--- config.mk ---
export PLATFORM = sky130hd
export DESIGN_NAME = seq_ram_writer_flat
export DESIGN_NICKNAME = d
export VERILOG_FILES = /design/src/rtl/seq_ram_writer_if.sv /design/src/rtl/seq_ram_writer.sv /design/src/flat_wrapper.sv
export SDC_FILE = /design/constraint.sdc
export NUM_CORES = 1
export LEC_CHECK = 0
export CORE_ASPECT_RATIO = 0.6
export CORE_MARGIN = 10
export CORE_UTILIZATION = 35
export CTS_BUF_LIST = sky130_fd_sc_hd__clkbuf_4 sky130_fd_sc_hd__clkbuf_8 sky130_fd_sc_hd__clkbuf_16
export DETAILED_ROUTE_END_ITERATION = 16
export MAX_ROUTING_LAYER = met4
export PLACE_DENSITY = 0.51
export SYNTH_ARGS = -nofsm -noshare
export SYNTH_HDL_FRONTEND = slang
export SYNTH_SLANG_ARGS = --single-unit
--- constraint.sdc ---
create_clock -name clk -period 2.6 [get_ports clk]
set_input_delay 0.65 -clock clk [delete_from_list [all_inputs] [get_ports clk]]
set_output_delay 0.65 -clock clk [all_outputs]
set_load 0.02 [all_outputs]
--- src/rtl/seq_ram_writer_if.sv ---
// Write-stream and asynchronous read-port bundle for seq_ram_writer.
// master: the producer and reader. slave: the writer block.
interface seq_ram_writer_if #(
  parameter int unsigned DATA_WIDTH = 8,
  parameter int unsigned ADDR_WIDTH = 3
);
  logic                  wr_valid;
  logic [DATA_WIDTH-1:0] wr_data;
  logic                  wr_ready;
  logic [ADDR_WIDTH-1:0] rd_addr;
  logic [DATA_WIDTH-1:0] rd_data;

  modport master (
    output wr_valid, wr_data, rd_addr,
    input  wr_ready, rd_data
  );

  modport slave (
    input  wr_valid, wr_data, rd_addr,
    output wr_ready, rd_data
  );
endinterface

--- src/rtl/seq_ram_writer.sv ---
// Sequential loader for a 2**ADDR_WIDTH-word RAM with an asynchronous read port.
// Optional macro SEQ_RAM_WRAP_EN: circular fill with a sticky full flag instead of stopping.
module seq_ram_writer #(
  parameter int unsigned DATA_WIDTH = 8,
  parameter int unsigned ADDR_WIDTH = 3
) (
  input  logic                clk,
  input  logic                n_reset,
  input  logic                start,
  seq_ram_writer_if.slave     bus,
  output logic [ADDR_WIDTH:0] count,
  output logic                full,
  output logic                busy
);

  localparam int unsigned DEPTH = 2 ** ADDR_WIDTH;
  localparam int unsigned CNT_W = ADDR_WIDTH + 1;

  typedef enum logic [1:0] {
    S_IDLE,
    S_FILL,
    S_FULL
  } state_t;

  state_t                state;
  logic [ADDR_WIDTH-1:0] wr_ptr;
  logic [DATA_WIDTH-1:0] mem [DEPTH];
  logic                  wr_en;
  logic                  last;

  // start in FILL wins over a same-cycle transfer
  assign wr_en = (state == S_FILL) && bus.wr_valid && !start;
  assign last  = (wr_ptr == ADDR_WIDTH'(DEPTH - 1));

  assign bus.rd_data = mem[bus.rd_addr];

  // Storage is intentionally not reset
  always_ff @(posedge clk) begin
    if (wr_en) begin
      mem[wr_ptr] <= bus.wr_data;
    end
  end

  always_ff @(posedge clk or negedge n_reset) begin
    if (!n_reset) begin
      state        <= S_IDLE;
      wr_ptr       <= '0;
      count        <= '0;
      bus.wr_ready <= 1'b0;
      full         <= 1'b0;
      busy         <= 1'b0;
    end else begin
      case (state)
        S_IDLE, S_FULL: begin
          if (start) begin
            state        <= S_FILL;
            wr_ptr       <= '0;
            count        <= '0;
            bus.wr_ready <= 1'b1;
            full         <= 1'b0;
            busy         <= 1'b1;
          end
        end
        S_FILL: begin
          if (start) begin
            wr_ptr <= '0;
            count  <= '0;
            full   <= 1'b0;
          end else if (bus.wr_valid) begin
            wr_ptr <= wr_ptr + ADDR_WIDTH'(1);
`ifdef SEQ_RAM_WRAP_EN
            if (count != CNT_W'(DEPTH)) begin
              count <= count + CNT_W'(1);
            end
            if (last) begin
              full <= 1'b1;
            end
`else
            count <= count + CNT_W'(1);
            if (last) begin
              state        <= S_FULL;
              bus.wr_ready <= 1'b0;
              busy         <= 1'b0;
              full         <= 1'b1;
            end
`endif
          end
        end
        default: begin
          state        <= S_IDLE;
          bus.wr_ready <= 1'b0;
          busy         <= 1'b0;
        end
      endcase
    end
  end

endmodule
--- src/flat_wrapper.sv ---
// flat-port wrapper written by rule: the top's interface ports become plain ports
module seq_ram_writer_flat 
#(
  parameter int unsigned DATA_WIDTH = 8,
  parameter int unsigned ADDR_WIDTH = 3
)
  (clk, n_reset, start, count, full, busy, bus_wr_valid, bus_wr_data, bus_rd_addr, bus_wr_ready, bus_rd_data);
  seq_ram_writer_if #(.DATA_WIDTH(DATA_WIDTH), .ADDR_WIDTH(ADDR_WIDTH)) bus_i ();
  input  logic clk;
  input  logic n_reset;
  input  logic start;
  output logic [ADDR_WIDTH:0] count;
  output logic full;
  output logic busy;
  input wire logic [$bits(bus_i.wr_valid)-1:0] bus_wr_valid;
  input wire logic [$bits(bus_i.wr_data)-1:0] bus_wr_data;
  input wire logic [$bits(bus_i.rd_addr)-1:0] bus_rd_addr;
  output wire logic [$bits(bus_i.wr_ready)-1:0] bus_wr_ready;
  output wire logic [$bits(bus_i.rd_data)-1:0] bus_rd_data;
  assign bus_i.wr_valid = bus_wr_valid;
  assign bus_i.wr_data = bus_wr_data;
  assign bus_i.rd_addr = bus_rd_addr;
  assign bus_wr_ready = bus_i.wr_ready;
  assign bus_rd_data = bus_i.rd_data;
  seq_ram_writer #(.DATA_WIDTH(DATA_WIDTH), .ADDR_WIDTH(ADDR_WIDTH)) u_core (.clk(clk), .n_reset(n_reset), .start(start), .bus(bus_i), .count(count), .full(full), .busy(busy));
endmodule
==> reports/metrics.cfg, run 1 <==
[status]
status=complete, no violations

[floorplan]
die_y_um=93.45
die_area_mm2=0.01331
start_util_pct=36.50
fp-row-count=26
die_x_um=142.4
core_area_mm2=0.008621
ios=30

[placement]
io_buffer_count=29
hpwl_um=4366
gp_congestion=0.7607
place_area_mm2=0.003646

[setup_path]
r2r_cells=4
slowest_stage=mux4_1
path_cells=buf_6 -> buf_12 -> mux4_1 -> mux2_2 -> buf_2
cp.arrival_ns=1.90
cp-startpoint=bus_rd_addr[1]
crit_path_end=bus_rd_data[7]
worstPathRequired_ns=1.95
r2r_setup_slack_ns=0.62
reg2reg_to=u_core.mem[3][3]$_DFFE_PP_
cpPeakStageDelay_ns=0.56
r2r-start=u_core.state[0]$_DFFE_PN0P_
critPathKind=input pin to output port
cp-start-kind=input pin
critPathMaxFanout=8
worst_setup_path_end_kind=output port

[power_and_ir_drop]
pwr-share-clk_pct=43.2
swShare_pct=19.67
ir_drop_v=0.0003138
p_seq_share_pct=49.4
powerDensity_mw_per_mm2=684.9
p_comb_share_pct=7.3
p_switching_mw=0.5332
leakage_nw=1.405
p_int_mw=2.177

[route]
num_vias=1735
dr.pass1.iters=4
viasPerCell=5.148
final_antenna_net_count=0
drt-initial-drc-count=130
drc=0
wl_per_cell_um=20.64
routed_wl_um=6957

[synth]
synth_top_family_by_area=multiplexers
synth-compound-area-share_pct=4.056
ys_ff_latch=75
seq_area_frac_synth_pct=69.82
ys.flop_type=edfxtp_1
avgSynthCellArea_um2=17.98
synth_nets=193
netlist_area_mm2=0.003147
yosys_warnings=0
synthSimpleGateAreaFrac_pct=6.282
muxShareOfSynthArea_pct=16.42
synth_xor_area_share_pct=0
synthAdderAreaFrac_pct=1.193
synth_cell_types=30
async_reset_ff_share_pct=14.67
syn_inst=175
synth_edf_count=64

[clocking]
cts_buffers=9
cts.sinks=75
cts_tree=yes
insertion_delay_ns=0.33
postCtsHoldBufs=0
cts_root_buffer=clkbuf_16
clk_pin_slew_ns=0.06
htree_levels=3
cts.path.max_buffers=2

[global_routing]
grt_max_degree=16
grt_pass1_wl_um=10640
antenna_found_initial=0
first_global_vias=1855
grt_usage_pct=11.31
grt-ovfl-total=0

[cells_and_area]
area_growth_pct=25.77
finalInstanceArea_mm2=0.003958
drive_gt1_share_pct=22.67
multi_input_area_um2=868.3
fillers=697
nets=239
register_area_mm2=0.002197
antennaDiodeCount=0

[sta]
slew_headroom_pct=63.13
worst_pin_slew_ns=0.5519
hold_viol=0
fin_crit_sh_pct=98.18
fin_worst_skew_ns=0.006665
fmax_ghz=0.3917
min_period_ns=2.553
rsz0062_at_grt=yes
slew_viol_final=0
setup_viol=0
setup_tns_ns=0

[worst_hold_path]
min_path_type=flop to flop

[run]
cap_violations=0

[Yosys cell counts (all sizes together), types with 5 or more instances]
cell type  instances  area [um2]
nor2               7       26.28
mux4              16       416.7
nand2b             5       31.28
a21oi              8       40.04
edfxtp            64        1922
clkbuf             5       18.77
o21ai              7       35.03
mux2               8       90.09
buf                5       47.54
nand2             10       37.54
nand3              6       30.03
dfrtp             11       275.3
[stage by stage]
| stage | utilization (%) | total power [mW] | instances | worst slack [ns] | hold WS [ns] |
|---|---|---|---|---|---|
| 2_1_floorplan | - | 1.459 | 175 | 0.2069 | 0.3544 |
| 3_3_place_gp | 42.29 | 1.551 | 319 | -0.8122 | 0.5204 |
| 3_5_place_dp | 42.29 | 1.558 | 319 | -0.8099 | 0.5349 |
| 4_1_cts | 45.92 | 2.743 | 337 | -0.006550 | 0.5506 |
| 5_1_grt | 45.91 | 2.810 | 337 | -0.001413 | 0.5789 |
| 6_report | 45.91 | 2.711 | 337 | 0.04734 | 0.5531 |
[power by group through the flow]
stage                     Clock [mW]  Combinational [mW]  Sequential (mW)
after floorplan                    0              0.0960             1.36
after global placement             0               0.190             1.36
after detailed placement           0               0.196             1.36
after CTS                       1.20               0.202             1.34
after global routing            1.25               0.217             1.34
final                           1.17               0.199             1.34
[final cells by class]
type / count / area share, %
multi-input cells: 89 / 21.94
clock buffers: 11 / 6.070
well taps: 112 / 3.541
inverters: 1 / 0.09485
clock inverters: 4 / 1.075
flip-flops and latches: 75 / 55.52
repair buffers: 45 / 11.76
[how the worst min path moves through the flow]
stage                            start                               to  slack [ns]  cells past startpoint
4_1_cts        u_core.full$_DFFE_PN0P_          u_core.full$_DFFE_PN0P_        0.55                      2
5_1_grt        u_core.full$_DFFE_PN0P_          u_core.full$_DFFE_PN0P_        0.58                      2
6_report       u_core.full$_DFFE_PN0P_          u_core.full$_DFFE_PN0P_        0.55                      2
3_3_place_gp   u_core.full$_DFFE_PN0P_          u_core.full$_DFFE_PN0P_        0.52                      2
3_5_place_dp   u_core.full$_DFFE_PN0P_          u_core.full$_DFFE_PN0P_        0.53                      2
2_1_floorplan                  n_reset  u_core.bus.wr_ready$_DFFE_PN0P_        0.35                      0
[flip-flops by register name, indices dropped and copies added (netlist names)]
signal and cells:
u_core.mem 64, u_core.count 4, u_core.wr_ptr 3, u_core.state 2, u_core.bus.wr_ready 1, u_core.full 1
[per-layer routing]
metal,wire (um),vias up,global-route usage (%)
met5,0,-,-
met4,68,0,4.027
met3,338,5,4.596
met2,3105,40,14.89
met1,3444,892,15.23
li1,-,798,-
[what timing repair did]
item                                    in CTS  in global routing
resized for setup                           44                  4
endpoints found under the setup margin       8                  7
cloned                                       2                  0
pin swaps                                    0                  0
buffers inserted                             1                  0
[kinds of logic after synthesis]
| group | count (synthesis) |
|---|---|
| AND/OR/NAND/NOR | 39 |
| AO/OA/AOI/OAI | 22 |
| buffers and inverters | 11 |
| multiplexers | 25 |
| adder cells (fa/ha/maj) | 3 |
| flip-flops | 75 |
[critical path, delay by kind of cell]
kind                   cells  cell delay, ns
multiplexers               2            0.84
buffers and inverters      3            0.41
[placed cells by master, fill, tap and decap left out]
master	instances
nand2b_1	5
nor2_1	7
inv_1	1
nand2_1	10
buf_6	1
mux2i_1	1
mux4_2	4
clkbuf_4	2
nand3b_1	2
buf_16	2
nor4b_1	1
bufinv_16	1
mux2_2	8
o21ai_0	7
buf_4	11
a21oi_1	8
a22oi_1	4
nand3_1	6
nor3b_1	1
o21bai_1	1
edfxtp_1	64
a31oi_1	1
clkinv_2	1
and4_1	1
clkdlybuf4s15_2	1
dfrtp_1	11
buf_2	7
clkbuf_16	9
nor2b_1	2
mux4_1	12
clkdlybuf4s50_1	19
a32oi_1	1
clkinv_1	2
nor3_1	4
ha_1	3
buf_12	4
No activity file was read; power rests on OpenSTA's default activity.
==> run 2, diff against run 1 <==
MAX_ROUTING_LAYER = not set   (was met4)
REMOVE_ABC_BUFFERS = 1   (was not set)
SKIP_LAST_GASP = 1   (was not set)
==> reports/metrics.cfg, run 2 (same netlist as run 1, synthesis figures left out) <==
[status]
status=complete, no violations

[sta]
final.setup.worst_slack_ns=0.04523  ; -0.002105 ns
fin_worst_skew_ns=0.005656  ; -0.001009 ns
slew_headroom_pct=62.70  ; -0.43 points
min_period_ns=2.555  ; +0.002105 ns
rsz0062_at_grt=no
setup_viol=0  ; unchanged
fin_crit_sh_pct=98.26  ; about the same
fmax_ghz=0.3914  ; about the same
slew_viol_final=0  ; unchanged
worst_pin_slew_ns=0.5578  ; +0.005942 ns
setup_tns_ns=0  ; unchanged
hold_viol=0  ; unchanged

[placement]
dp_slack_ns=-0.8037  ; +0.006237 ns
gp_congestion=0.7492  ; -1.5%
hpwl_um=4342  ; -0.54%
io_buffer_count=29  ; unchanged
placed_cells=320  ; +0.31%

[power_and_ir_drop]
ir_drop_v=0.0003253  ; +3.7%
leakage_nw=1.393  ; -0.86%
powerDensity_mw_per_mm2=689.4  ; +0.65%
power.total_mw=2.714  ; +0.10%

[setup_path]
cp-start-kind=input pin
worstPathRequired_ns=1.95  ; about the same
critPathKind=input pin to output port
worst_setup_path_end_kind=output port
cp.arrival_ns=1.90  ; about the same
critPathMaxFanout=8  ; unchanged

[route]
dr.pass1.iters=4  ; unchanged
drc=0  ; unchanged
viasPerCell=5.263  ; +2.2%
drt-initial-drc-count=188  ; +45%
num_vias=1779  ; +2.5%
final_antenna_net_count=0  ; unchanged
wl_per_cell_um=20.45  ; -0.93%
routed_wl_um=6913  ; -0.63%

[floorplan]
die_y_um=93.45  ; unchanged
fp-row-count=26  ; unchanged
core_area_mm2=0.008621  ; unchanged
die_x_um=142.4  ; unchanged
start_util_pct=36.50  ; unchanged
die_area_mm2=0.01331  ; unchanged
ios=30  ; unchanged

[cells_and_area]
area_growth_pct=25.09
mostFrequentLayoutCell=edfxtp_1
drive_gt1_share_pct=23.45  ; +0.78 points
layout_common_cells=edfxtp_1 (64), clkdlybuf4s50_1 (19), buf_4 (13)
top_regs=u_core.mem: 64 flops, u_core.count: 4 flops, u_core.wr_ptr: 3 flops
final_util_pct=45.66  ; -0.25 points
nets=239  ; unchanged
antennaDiodeCount=0  ; unchanged
layoutNonFillerInstCount=338  ; +0.30%
largest_reg_flops=64  ; unchanged
largest-register=u_core.mem

[worst_hold_path]
min_path_type=flop to flop

[global_routing]
antenna_found_initial=0  ; unchanged
grt_pass1_wl_um=10750  ; +1.0%
grt_max_degree=16  ; unchanged
first_global_vias=1835  ; -1.1%
grt_usage_pct=11.06  ; -0.24 points
grt-ovfl-total=0  ; unchanged

[clocking]
cts.sinks=75  ; unchanged
cts_buffers=9  ; unchanged
insertion_delay_ns=0.33  ; about the same
cts_root_buffer=clkbuf_16
cts_setup_buffers=0  ; -1
cts.path.max_buffers=2  ; unchanged
htree_levels=3  ; unchanged
postCtsHoldBufs=0  ; unchanged
cts_tree=yes
clk_pin_slew_ns=0.06  ; about the same

[run]
cap_violations=0  ; unchanged

run 2: metal layers:
layer  global-route usage [%]  vias to the layer above  routed length [um]
li1                         -                      798                   -
met1                    14.82                      901                3249
met2                    15.85                       64                3144
met3                    3.586                       16                 383
met4                    5.369                        0                 136
met5                        0                        -                   0
run 2: final cells by class:
cell class / count / area, um2
Timing Repair Buffer: 45 / 454.2
Sequential cell: 75 / 2197
Tap cell: 112 / 140.1
Inverter: 1 / 3.754
Clock buffer: 9 / 225.2
Clock inverter: 7 / 58.81
Fill cell: 764 / 4684
Multi-Input combinational cell: 89 / 857.1
run 2: stage by stage:
stage | instance area [um2] | hold slack [ns]
after floorplan | 3080 | 0.3544
after global placement | 3654 | 0.5309
after detailed placement | 3654 | 0.5461
after CTS | 3959 | 0.5620
after global routing | 3936 | 0.5723
final | 3936 | 0.5628
run 2: power breakdown:
| group | total (mW) | leakage (nW) | internal (mW) | switching [mW] |
|---|---|---|---|---|
| combinational | 0.200 | 0.530 | 0.101 | 0.0989 |
| clock | 1.17 | 0.139 | 0.728 | 0.447 |
| sequential | 1.34 | 0.724 | 1.33 | 0.0116 |
run 2: worst max-delay path: stages:
cell	delay [ns]
buf_6	0.11
buf_12	0.14
mux4_1	0.55
mux2_2	0.29
buf_2	0.16
run 2: timing repair:
action | CTS | global route
resized for setup | 42 | 10
gates cloned | 2 | 0
pin swaps | 0 | 0
endpoints found under the setup margin | 8 | 7
run 2: final timing paths:
kind	start	end	slack, ns	depth (start not counted)
setup / recovery	bus_rd_addr[1]	bus_rd_data[4]	0.05	5
hold / removal	u_core.full$_DFFE_PN0P_	u_core.full$_DFFE_PN0P_	0.56	2
setup reg to reg	u_core.state[0]$_DFFE_PN0P_	u_core.mem[3][4]$_DFFE_PP_	0.76	4
hold reg to reg	u_core.full$_DFFE_PN0P_	u_core.full$_DFFE_PN0P_	0.56	2
max in group asynchronous	n_reset	u_core.state[1]$_DFFE_PN0P_	1.55	1
min in group asynchronous	n_reset	u_core.count[2]$_DFFE_PN0P_	0.67	1
==> run 3, diff against run 2 <==
CAP_MARGIN = 20   (was not set)
CORE_MARGIN = not set   (was 10)
CTS_BUF_LIST = sky130_fd_sc_hd__clkbuf_4 sky130_fd_sc_hd__clkbuf_8   (was sky130_fd_sc_hd__clkbuf_4 sky130_fd_sc_hd__clkbuf_8 sky130_fd_sc_hd__clkbuf_16)
==> reports/metrics.cfg, run 3 (same netlist as run 1, synthesis figures left out) <==
[power_and_ir_drop]
ir_drop_v=0.0003492  ; +7.4%
power.total_mw=2.386  ; -12%
leakage_nw=1.336  ; -4.1%
powerDensity_mw_per_mm2=624.3  ; -9.4%

[sta]
fin_worst_skew_ns=0.005504  ; -0.0001523 ns
fin_crit_sh_pct=99.20  ; +0.94 points
worst_pin_slew_ns=0.6161  ; +0.05827 ns
final.setup.worst_slack_ns=0.02071  ; -0.02452 ns
min_period_ns=2.579  ; +0.02452 ns
holdWs_ns=0.5786  ; +0.01577 ns
slew_headroom_pct=58.84  ; -3.9 points
slew_viol_final=0  ; unchanged
fmax_ghz=0.3877  ; -0.95%
setup_viol=0  ; unchanged
hold_viol=0  ; unchanged
rsz0062_at_grt=yes
setup_tns_ns=0  ; unchanged

[placement]
hpwl_um=4157  ; -4.3%
place_area_mm2=0.003638  ; -0.41%
placed_cells=318  ; -0.63%
gp_congestion=0.7705  ; +2.8%
dp_slack_ns=-0.8154  ; -0.01169 ns
io_buffer_count=29  ; unchanged

[cells_and_area]
area_growth_pct=21.43
register_area_mm2=0.002197  ; unchanged
largest-register=u_core.mem
finalInstanceArea_mm2=0.003821  ; -2.9%
multi_input_area_um2=857.1  ; unchanged
top_regs=u_core.mem: 64 flops, u_core.count: 4 flops, u_core.wr_ptr: 3 flops
fillers=731  ; -4.3%
layoutNonFillerInstCount=336  ; -0.59%
layout_common_cells=edfxtp_1 (64), clkdlybuf4s50_1 (19), dfrtp_1 (11)
final_util_pct=44.33  ; -1.3 points
largest_reg_flops=64  ; unchanged
mostFrequentLayoutCell=edfxtp_1
drive_gt1_share_pct=24.55  ; +1.1 points
nets=237  ; -0.84%
antennaDiodeCount=0  ; unchanged

[clocking]
insertion_delay_ns=0.35  ; +0.02 ns
cts_tree=yes
htree_levels=3  ; unchanged
cts_buffers=9  ; unchanged
cts.path.max_buffers=2  ; unchanged
postCtsHoldBufs=0  ; unchanged
cts_root_buffer=clkbuf_8
cts.sinks=75  ; unchanged
clk_pin_slew_ns=0.07  ; about the same

[setup_path]
critPathKind=input pin to output port
worstPathRequired_ns=1.95  ; about the same
critPathMaxFanout=8  ; unchanged
r2r_setup_slack_ns=0.70  ; -0.06 ns
cp-startpoint=bus_rd_addr[1]
cp.arrival_ns=1.93  ; +0.03 ns
cp-start-kind=input pin
worst_setup_path_end_kind=output port
r2r-start=u_core.state[0]$_DFFE_PN0P_
r2r_cells=4  ; unchanged
reg2reg_to=u_core.mem[3][3]$_DFFE_PP_
crit_path_end=bus_rd_data[5]

[route]
drt-initial-drc-count=142  ; -24%
routed_wl_um=6579  ; -4.8%
final_antenna_net_count=0  ; unchanged
viasPerCell=5.122  ; -2.7%
dr.pass1.iters=4  ; unchanged
num_vias=1721  ; -3.3%
wl_per_cell_um=19.58  ; -4.3%
drc=0  ; unchanged

[worst_hold_path]
min-delay-start=u_core.count[1]$_DFFE_PN0P_
min_path_type=flop to flop

[floorplan]
fp-row-count=26  ; unchanged
die_area_mm2=0.009386  ; -29%
start_util_pct=36.50  ; unchanged
ios=30  ; unchanged
die_x_um=124.4  ; -13%
core_area_mm2=0.008621  ; unchanged
die_y_um=75.45  ; -19%

[status]
status=complete, no violations

[global_routing]
grt_usage_pct=15.30  ; +4.2 points
grt-ovfl-total=0  ; unchanged
first_global_vias=1741  ; -5.1%
grt_pass1_wl_um=9887  ; -8.0%
antenna_found_initial=0  ; unchanged
grt_max_degree=16  ; unchanged

[run]
cap_violations=0  ; unchanged

[run 3: cell count changes in the layout (fill, tap and decap cells not counted), sizes merged]
cell | before | now
clkinvlp | 0 | 2
clkinv | 6 | 4
buf | 25 | 23
[run 3: repair_timing]
item | CTS | global route
cloned | 2 | 0
setup buffers | 0 | 0
setup endpoints to repair | 8 | 5
pin swaps | 0 | 0
gates resized for setup | 43 | 6
[run 3: power breakdown]
part,switching (mW),internal [mW]
logic,0.0960,0.0967
clock network,0.419,0.439
registers,0.0108,1.32
total,0.525,1.86
[run 3: per-layer routing]
layer	GRT usage (%)	wire length, um	up-vias
met5	0	0	-
met4	5.221	55	0
met3	5.337	280	6
met2	23.08	2941	37
met1	20.88	3302	886
li1	-	-	792
[run 3: layout make-up]
cell class / instances / share of cell area, %
clock buffer: 9 / 3.242
clock inverter: 7 / 1.801
inverter: 1 / 0.09823
multi-input combinational: 89 / 22.43
sequential: 75 / 57.50
tap: 112 / 3.667
timing repair buffer: 43 / 11.26
[run 3: how the worst min path moves through the flow]
stage / to / cells after the start / slack, ns
final: u_core.count[1]$_DFFE_PN0P_ / 2 / 0.58
after global routing: u_core.count[1]$_DFFE_PN0P_ / 2 / 0.61
after CTS: u_core.count[1]$_DFFE_PN0P_ / 2 / 0.58
after detailed placement: u_core.count[1]$_DFFE_PN0P_ / 2 / 0.57
after global placement: u_core.full$_DFFE_PN0P_ / 2 / 0.52
after floorplan: u_core.bus.wr_ready$_DFFE_PN0P_ / 0 / 0.35
[run 3: critical path: stages]
cell and delay (ns):
buf_4 0.13, buf_12 0.15, mux4_1 0.54, mux2_2 0.29
buf_2 0.16
